==> config.mk <==
export PLATFORM = sky130hd
export DESIGN_NAME = ca_row_engine_flat
export DESIGN_NICKNAME = d
export VERILOG_FILES = /design/src/rtl/ca_row_if.sv /design/src/rtl/ca_row_engine.sv /design/src/flat_wrapper.sv
export SDC_FILE = /design/constraint.sdc
export NUM_CORES = 1
export LEC_CHECK = 0
export BUFFER_PORTS_ARGS = -buffer_cell sky130_fd_sc_hd__buf_2
export CAP_MARGIN = 0
export CORE_ASPECT_RATIO = 0.5
export CORE_MARGIN = 5
export CORE_UTILIZATION = 35
export CTS_BUF_LIST = sky130_fd_sc_hd__clkbuf_4
export DETAILED_ROUTE_END_ITERATION = 10
export MAX_ROUTING_LAYER = met4
export PLACE_DENSITY = 0.6
export REMOVE_ABC_BUFFERS = 1
export SYNTH_ARGS = -nofsm -noshare
export SYNTH_HDL_FRONTEND = slang
export SYNTH_SLANG_ARGS = --single-unit
==> constraint.sdc <==
create_clock -name clk -period 4.9 [get_ports clk]
set_input_delay 0.245 -clock clk [delete_from_list [all_inputs] [get_ports clk]]
set_output_delay 0.245 -clock clk [all_outputs]
set_load 0.01 [all_outputs]
==> src/rtl/ca_row_if.sv <==
// Bundle of the step/control inputs and the image-memory write port of the
// cellular-automaton row engine.
interface ca_row_if #(
    parameter int WIDTH = 80,
    parameter int ROWW  = 7,
    parameter int GENW  = 16
);
    logic             tick;
    logic             restart;
    logic [WIDTH-1:0] seed_in;
    logic [7:0]       rule_in;
    logic             rule_load;
    logic             mode_wrap;
    logic             mode_hold;
    logic             wr_ready;
    logic             wr_en;
    logic [ROWW-1:0]  wr_row;
    logic [WIDTH-1:0] wr_data;
    logic             busy;
    logic             frame_done;
    logic             overrun;
    logic [GENW-1:0]  gen_count;

    // Engine side
    modport master (
        input  tick, restart, seed_in, rule_in, rule_load, mode_wrap, mode_hold, wr_ready,
        output wr_en, wr_row, wr_data, busy, frame_done, overrun, gen_count
    );

    // Controller / memory side
    modport slave (
        output tick, restart, seed_in, rule_in, rule_load, mode_wrap, mode_hold, wr_ready,
        input  wr_en, wr_row, wr_data, busy, frame_done, overrun, gen_count
    );
endinterface

==> src/rtl/ca_row_engine.sv <==
// Elementary cellular-automaton row generator: evolves one row per step tick
// and streams each generation to the frame image memory.
module ca_row_engine #(
    parameter int          WIDTH        = 80,
    parameter int          ROWS         = 60,
    parameter int          FIRST_ROW    = 1,
    parameter int          ROWW         = 7,
    parameter logic [7:0]  DEFAULT_RULE = 8'd126,
    parameter int          GENW         = 16
) (
    input  logic      clk,
    input  logic      rst,
    ca_row_if.master  bus
);
    typedef enum logic [2:0] {S_SEED, S_WRITE, S_WAIT, S_STEP, S_HOLD} state_t;

    localparam logic [ROWW-1:0] FIRST = ROWW'(FIRST_ROW);
    localparam logic [ROWW-1:0] LAST  = ROWW'(ROWS - 1);

    state_t           state_q, state_d;
    logic [WIDTH-1:0] row_q, row_d, row_next;
    logic [ROWW-1:0]  wr_row_q, wr_row_d;
    logic [GENW-1:0]  gen_q, gen_d;
    logic [7:0]       rule_q;
    logic             pend_q, pend_d;
    logic             ovr_q, ovr_d;
    logic             fd_q, fd_d;
    logic             wr_en_q;
    logic             busy_q;
    logic             tick_busy;

    // Neighbourhood lookup; edge cells see the opposite edge or a constant 0.
    for (genvar gi = 0; gi < WIDTH; gi++) begin : g_cell
        logic l, r;
        if (gi == WIDTH - 1) begin : g_l_edge
            assign l = bus.mode_wrap & row_q[0];
        end else begin : g_l_in
            assign l = row_q[gi+1];
        end
        if (gi == 0) begin : g_r_edge
            assign r = bus.mode_wrap & row_q[WIDTH-1];
        end else begin : g_r_in
            assign r = row_q[gi-1];
        end
        assign row_next[gi] = rule_q[{l, row_q[gi], r}];
    end

    assign tick_busy = bus.tick && (state_q == S_SEED || state_q == S_WRITE || state_q == S_STEP);

    always_comb begin
        state_d  = state_q;
        row_d    = row_q;
        wr_row_d = wr_row_q;
        gen_d    = gen_q;
        pend_d   = pend_q;
        ovr_d    = ovr_q;
        fd_d     = 1'b0;

        if (tick_busy) begin
            if (pend_q) ovr_d  = 1'b1;
            else        pend_d = 1'b1;
        end

        case (state_q)
            S_SEED: begin
                row_d    = bus.seed_in;
                wr_row_d = FIRST;
                gen_d    = '0;
                state_d  = S_WRITE;
            end
            S_WRITE: begin
                // A tick landing on the accept cycle is honoured immediately.
                if (bus.wr_ready) begin
                    if (pend_q || bus.tick) begin
                        state_d = S_STEP;
                        pend_d  = 1'b0;
                    end else begin
                        state_d = S_WAIT;
                    end
                end
            end
            S_WAIT: begin
                if (bus.tick) state_d = S_STEP;
            end
            S_STEP: begin
                if (wr_row_q == LAST && bus.mode_hold) begin
                    fd_d    = 1'b1;
                    state_d = S_HOLD;
                end else begin
                    row_d   = row_next;
                    gen_d   = gen_q + 1'b1;
                    state_d = S_WRITE;
                    if (wr_row_q == LAST) begin
                        wr_row_d = FIRST;
                        fd_d     = 1'b1;
                    end else begin
                        wr_row_d = wr_row_q + 1'b1;
                    end
                end
            end
            S_HOLD: ;
            default: state_d = S_SEED;
        endcase

        if (bus.restart) begin
            state_d = S_SEED;
            pend_d  = 1'b0;
            ovr_d   = 1'b0;
            fd_d    = 1'b0;
        end
    end

    always_ff @(posedge clk) begin
        if (rst) begin
            state_q  <= S_SEED;
            row_q    <= '0;
            wr_row_q <= FIRST;
            gen_q    <= '0;
            rule_q   <= DEFAULT_RULE;
            pend_q   <= 1'b0;
            ovr_q    <= 1'b0;
            fd_q     <= 1'b0;
            wr_en_q  <= 1'b0;
            busy_q   <= 1'b0;
        end else begin
            state_q  <= state_d;
            row_q    <= row_d;
            wr_row_q <= wr_row_d;
            gen_q    <= gen_d;
            pend_q   <= pend_d;
            ovr_q    <= ovr_d;
            fd_q     <= fd_d;
            if (bus.rule_load) rule_q <= bus.rule_in;
            wr_en_q  <= (state_d == S_WRITE);
            busy_q   <= (state_d == S_SEED || state_d == S_WRITE || state_d == S_STEP);
        end
    end

    assign bus.wr_en      = wr_en_q;
    assign bus.wr_row     = wr_row_q;
    assign bus.wr_data    = row_q;
    assign bus.busy       = busy_q;
    assign bus.frame_done = fd_q;
    assign bus.overrun    = ovr_q;
    assign bus.gen_count  = gen_q;
endmodule

==> src/flat_wrapper.sv <==
// flat-port wrapper written by rule: the top's interface ports become plain ports
module ca_row_engine_flat 
#(
    parameter int          WIDTH        = 80,
    parameter int          ROWS         = 60,
    parameter int          FIRST_ROW    = 1,
    parameter int          ROWW         = 7,
    parameter logic [7:0]  DEFAULT_RULE = 8'd126,
    parameter int          GENW         = 16
)
  (clk, rst, bus_tick, bus_restart, bus_seed_in, bus_rule_in, bus_rule_load, bus_mode_wrap, bus_mode_hold, bus_wr_ready, bus_wr_en, bus_wr_row, bus_wr_data, bus_busy, bus_frame_done, bus_overrun, bus_gen_count);
  ca_row_if #(.WIDTH(WIDTH), .ROWW(ROWW), .GENW(GENW)) bus_i ();
  input  logic clk;
  input  logic rst;
  input wire logic [$bits(bus_i.tick)-1:0] bus_tick;
  input wire logic [$bits(bus_i.restart)-1:0] bus_restart;
  input wire logic [$bits(bus_i.seed_in)-1:0] bus_seed_in;
  input wire logic [$bits(bus_i.rule_in)-1:0] bus_rule_in;
  input wire logic [$bits(bus_i.rule_load)-1:0] bus_rule_load;
  input wire logic [$bits(bus_i.mode_wrap)-1:0] bus_mode_wrap;
  input wire logic [$bits(bus_i.mode_hold)-1:0] bus_mode_hold;
  input wire logic [$bits(bus_i.wr_ready)-1:0] bus_wr_ready;
  output wire logic [$bits(bus_i.wr_en)-1:0] bus_wr_en;
  output wire logic [$bits(bus_i.wr_row)-1:0] bus_wr_row;
  output wire logic [$bits(bus_i.wr_data)-1:0] bus_wr_data;
  output wire logic [$bits(bus_i.busy)-1:0] bus_busy;
  output wire logic [$bits(bus_i.frame_done)-1:0] bus_frame_done;
  output wire logic [$bits(bus_i.overrun)-1:0] bus_overrun;
  output wire logic [$bits(bus_i.gen_count)-1:0] bus_gen_count;
  assign bus_i.tick = bus_tick;
  assign bus_i.restart = bus_restart;
  assign bus_i.seed_in = bus_seed_in;
  assign bus_i.rule_in = bus_rule_in;
  assign bus_i.rule_load = bus_rule_load;
  assign bus_i.mode_wrap = bus_mode_wrap;
  assign bus_i.mode_hold = bus_mode_hold;
  assign bus_i.wr_ready = bus_wr_ready;
  assign bus_wr_en = bus_i.wr_en;
  assign bus_wr_row = bus_i.wr_row;
  assign bus_wr_data = bus_i.wr_data;
  assign bus_busy = bus_i.busy;
  assign bus_frame_done = bus_i.frame_done;
  assign bus_overrun = bus_i.overrun;
  assign bus_gen_count = bus_i.gen_count;
  ca_row_engine #(.WIDTH(WIDTH), .ROWS(ROWS), .FIRST_ROW(FIRST_ROW), .ROWW(ROWW), .DEFAULT_RULE(DEFAULT_RULE), .GENW(GENW)) u_core (.clk(clk), .rst(rst), .bus(bus_i));
endmodule
==> results.yml <==
run_status:
  status: "finished, final reports clean"
timing:
  fin_crit_ns: 2.93
  setup_violations: 0
  hold_viol_final: 0
  grt_setup_unrepaired: "no"
  fmax_mhz: 341
  hold_ws_ns: 0.0613
  tns_ns: 0
  fin_crit_sh: 0.598
  slew_viol_final: 0
  worst_slew_pin_slew_ns: 1.20
  finalClockSkew_ns: 0.0181
  slew_headroom: 0.202
cts:
  clockBufferDepth: 2
  cts_htree_levels: 4
  cts_tree: "built"
  cts_buffers: 17
  ctsRootBufferMaster: "clkbuf_4"
  clk_pin_slew_ns: 0.13
  numClockSinks: 119
  cts.repair.resized: 0
  clock_latency_ns: 0.58
synth:
  ys_seq_area_frac: 0.242
  synth_seq_cells: 119
  synth_xor_area_frac: 0.00622
  synth_common_cells: "157 x clkbuf_1, 157 x mux4_2, 119 x dfxtp_1, 97 x mux2i_1, 95 x nor2_1"
  synth_mux_area_frac: 0.458
  synth_simple_gate_area_frac: 0.0854
  synth-edff-count: 0
  synth_top_area_frac: 0.359
  synth_warnings: 0
  synth_area_leaders: "mux4_2 36%, dfxtp_1 24%, mux2i_1 9.8%"
  synthFlopType: "dfxtp_1"
  synth_area_leader_cell: "mux4_2"
  synth_area_per_cell_um2: 11.1
  synth_compound_area_frac: 0.120
  synthesis.area_um2: 9860
  yosysUniqueCellTypes: 54
  synth_top_family_by_area: "multiplexers"
  synth_adder_area_share: 0.00254
  synthCells: 889
  async_flop_share: 0
setup_path:
  crit_path_start_kind: "flop"
  rr_endpoint: "u_core.bus.wr_data[60]"
  worst-path-max-fanout: 77
  required_ns: 5.42
  r2r_cells: 5
  worstPathArrival_ns: 3.45
  reg2reg_from: "u_core.bus.wr_row[0]"
  path_class: "flop to flop"
  rrSetupSlack_ns: 1.97
  cp-end-kind: "flop"
finish:
  final_layout_size_suffix_gt1_frac: 0.403
  seqCellArea_um2: 2390
  fin_area_um2: 11900
  area.growth.synth_to_final_pct: 20.9
  multi_input_area_um2: 6630
  final_util: 0.430
  nFillCells: 2551
  fin_nets: 1121
hold_path:
  hold_depth: 2
  hold_end: "u_core.rule_q[0]"
  min_from: "rst"
  worstHoldPathType: "input port to flop"
grt:
  grt_pass1_wl_um: 48400
  grt_pass1_vias: 8418
  antenna_found_initial: 2
  grt.total_usage: 0.196
  grt_max_degree: 82
  overflow: 0
job:
  drv_cap: 0
detailed_routing:
  wl_um: 30500
  route.detailed.drc: 0
  drt-pass1-iter-count: 5
  initialDrtViolationCount: 661
  routed_via_density: 5.99
  ant_nets: 0
  wire_per_inst_um: 21.5
  vias: 8500
place:
  place_area_um2: 10600
  dp_hpwl_um: 18200
  routabilityCongestion: 0.807
  port-buffer-count: 202
pwr:
  total_power_mw: 2.94
  cellLeakagePower_nw: 4.36
  power.density_nw_per_um2: 247
  ir_drop_uv: 124
die:
  fp.dieH_um: 129
  core_um2: 27700
  rows: 43
  die-area_um2: 31800
  die_width_um: 247
  num_io_pins: 203
  start_util: 0.356
-- metal layers --
layer / GRT usage / share of wire / up-vias
met2: 0.319 / 0.51 / 316
met5: - / 0 / -
li1: - / - / 3747
met3: 0.0355 / 0.052 / 73
met1: 0.242 / 0.40 / 4364
met4: 0.0815 / 0.036 / 0
-- cell type report --
cell class | instances | share of cell area
Antenna cell | 2 | 0.000420
Inverter | 5 | 0.00157
Timing Repair Buffer | 305 | 0.169
Clock inverter | 15 | 0.0210
Clock buffer | 17 | 0.0107
Multi-Input combinational cell | 575 | 0.557
Sequential cell | 119 | 0.201
Tap cell | 382 | 0.0401
-- what timing repair did --
item / in CTS / in global routing
setup buffers: 0 / 0
setup endpoints to repair: 0 / 0
hold buffers: 91 / 0
hold endpoints to repair: 96 / 0
-- cells in the final DEF, fill, tap and decap left out, drive strengths merged, types with 5 or more instances in the layout --
cell         netlist  final
a2111oi            5      5
a21oi             12     12
a221o             77     77
buf               31    214
bufinv             0      6
clkbuf           159     17
clkinv             1      5
dfxtp            119    119
dlygate4sd3        0     91
inv                4      6
mux2i             97     97
mux4             157    157
nand2             26     26
nand3              9      9
nand4              6      6
nor2              97     97
nor2b              5      5
o2111ai            7      7
o21ai              5      5
o31ai              9      9
or3               12     12
-- kinds of logic after synthesis --
group | after synthesis
flops | 119
compound gates | 132
buf+inv | 195
xor+xnor | 7
simple gates | 179
mux | 255
fa+ha+maj | 2
-- stage by stage --
| stage | setup WS, ns | std cells |
|---|---|---|
| after floorplan | 2.01 | 699 |
| after global placement | 2.13 | 1295 |
| after detailed placement | 2.02 | 1295 |
| after CTS | 1.97 | 1418 |
| after global routing | 1.68 | 1420 |
| final | 1.97 | 1420 |
-- report_power, final --
part           total, mW  internal (mW)  switching [mW]
logic              0.773          0.480           0.293
registers           1.20           1.03           0.179
clock network      0.962          0.510           0.453
total               2.94           2.01           0.925
-- critical path, cell delays in order (launching register included) --
cell     delay (ns)
dfxtp_1        0.42
ha_1           0.23
nand4_1        0.41
o21a_1         0.49
nor2_8         0.97
a221o_1        0.31
-- sequential cells by signal, summed over array words and instances, names as in the netlist --
name                   flops
u_core.bus.overrun         1
u_core.bus.gen_count      16
u_core.bus.wr_data        80
u_core.pend_q              1
u_core.bus.frame_done      1
u_core.state_q             3
u_core.bus.wr_en           1
u_core.rule_q              8
u_core.bus.busy            1
u_core.bus.wr_row          7
-- worst max path at each step --
stage,start,endpoint,slack (ns),depth (start not counted)
2_1_floorplan,u_core.state_q[0],u_core.bus.wr_data[10],2.01,3
3_3_place_gp,u_core.state_q[0],u_core.bus.wr_data[35],2.13,4
3_5_place_dp,u_core.bus.wr_row[0],u_core.bus.wr_data[40],2.02,5
4_1_cts,u_core.bus.wr_row[0],u_core.bus.wr_data[60],1.97,5
5_1_grt,u_core.bus.wr_row[0],u_core.bus.wr_data[3],1.68,5
6_report,u_core.bus.wr_row[0],u_core.bus.wr_data[60],1.97,5
(Power assumes the default switching activity.)
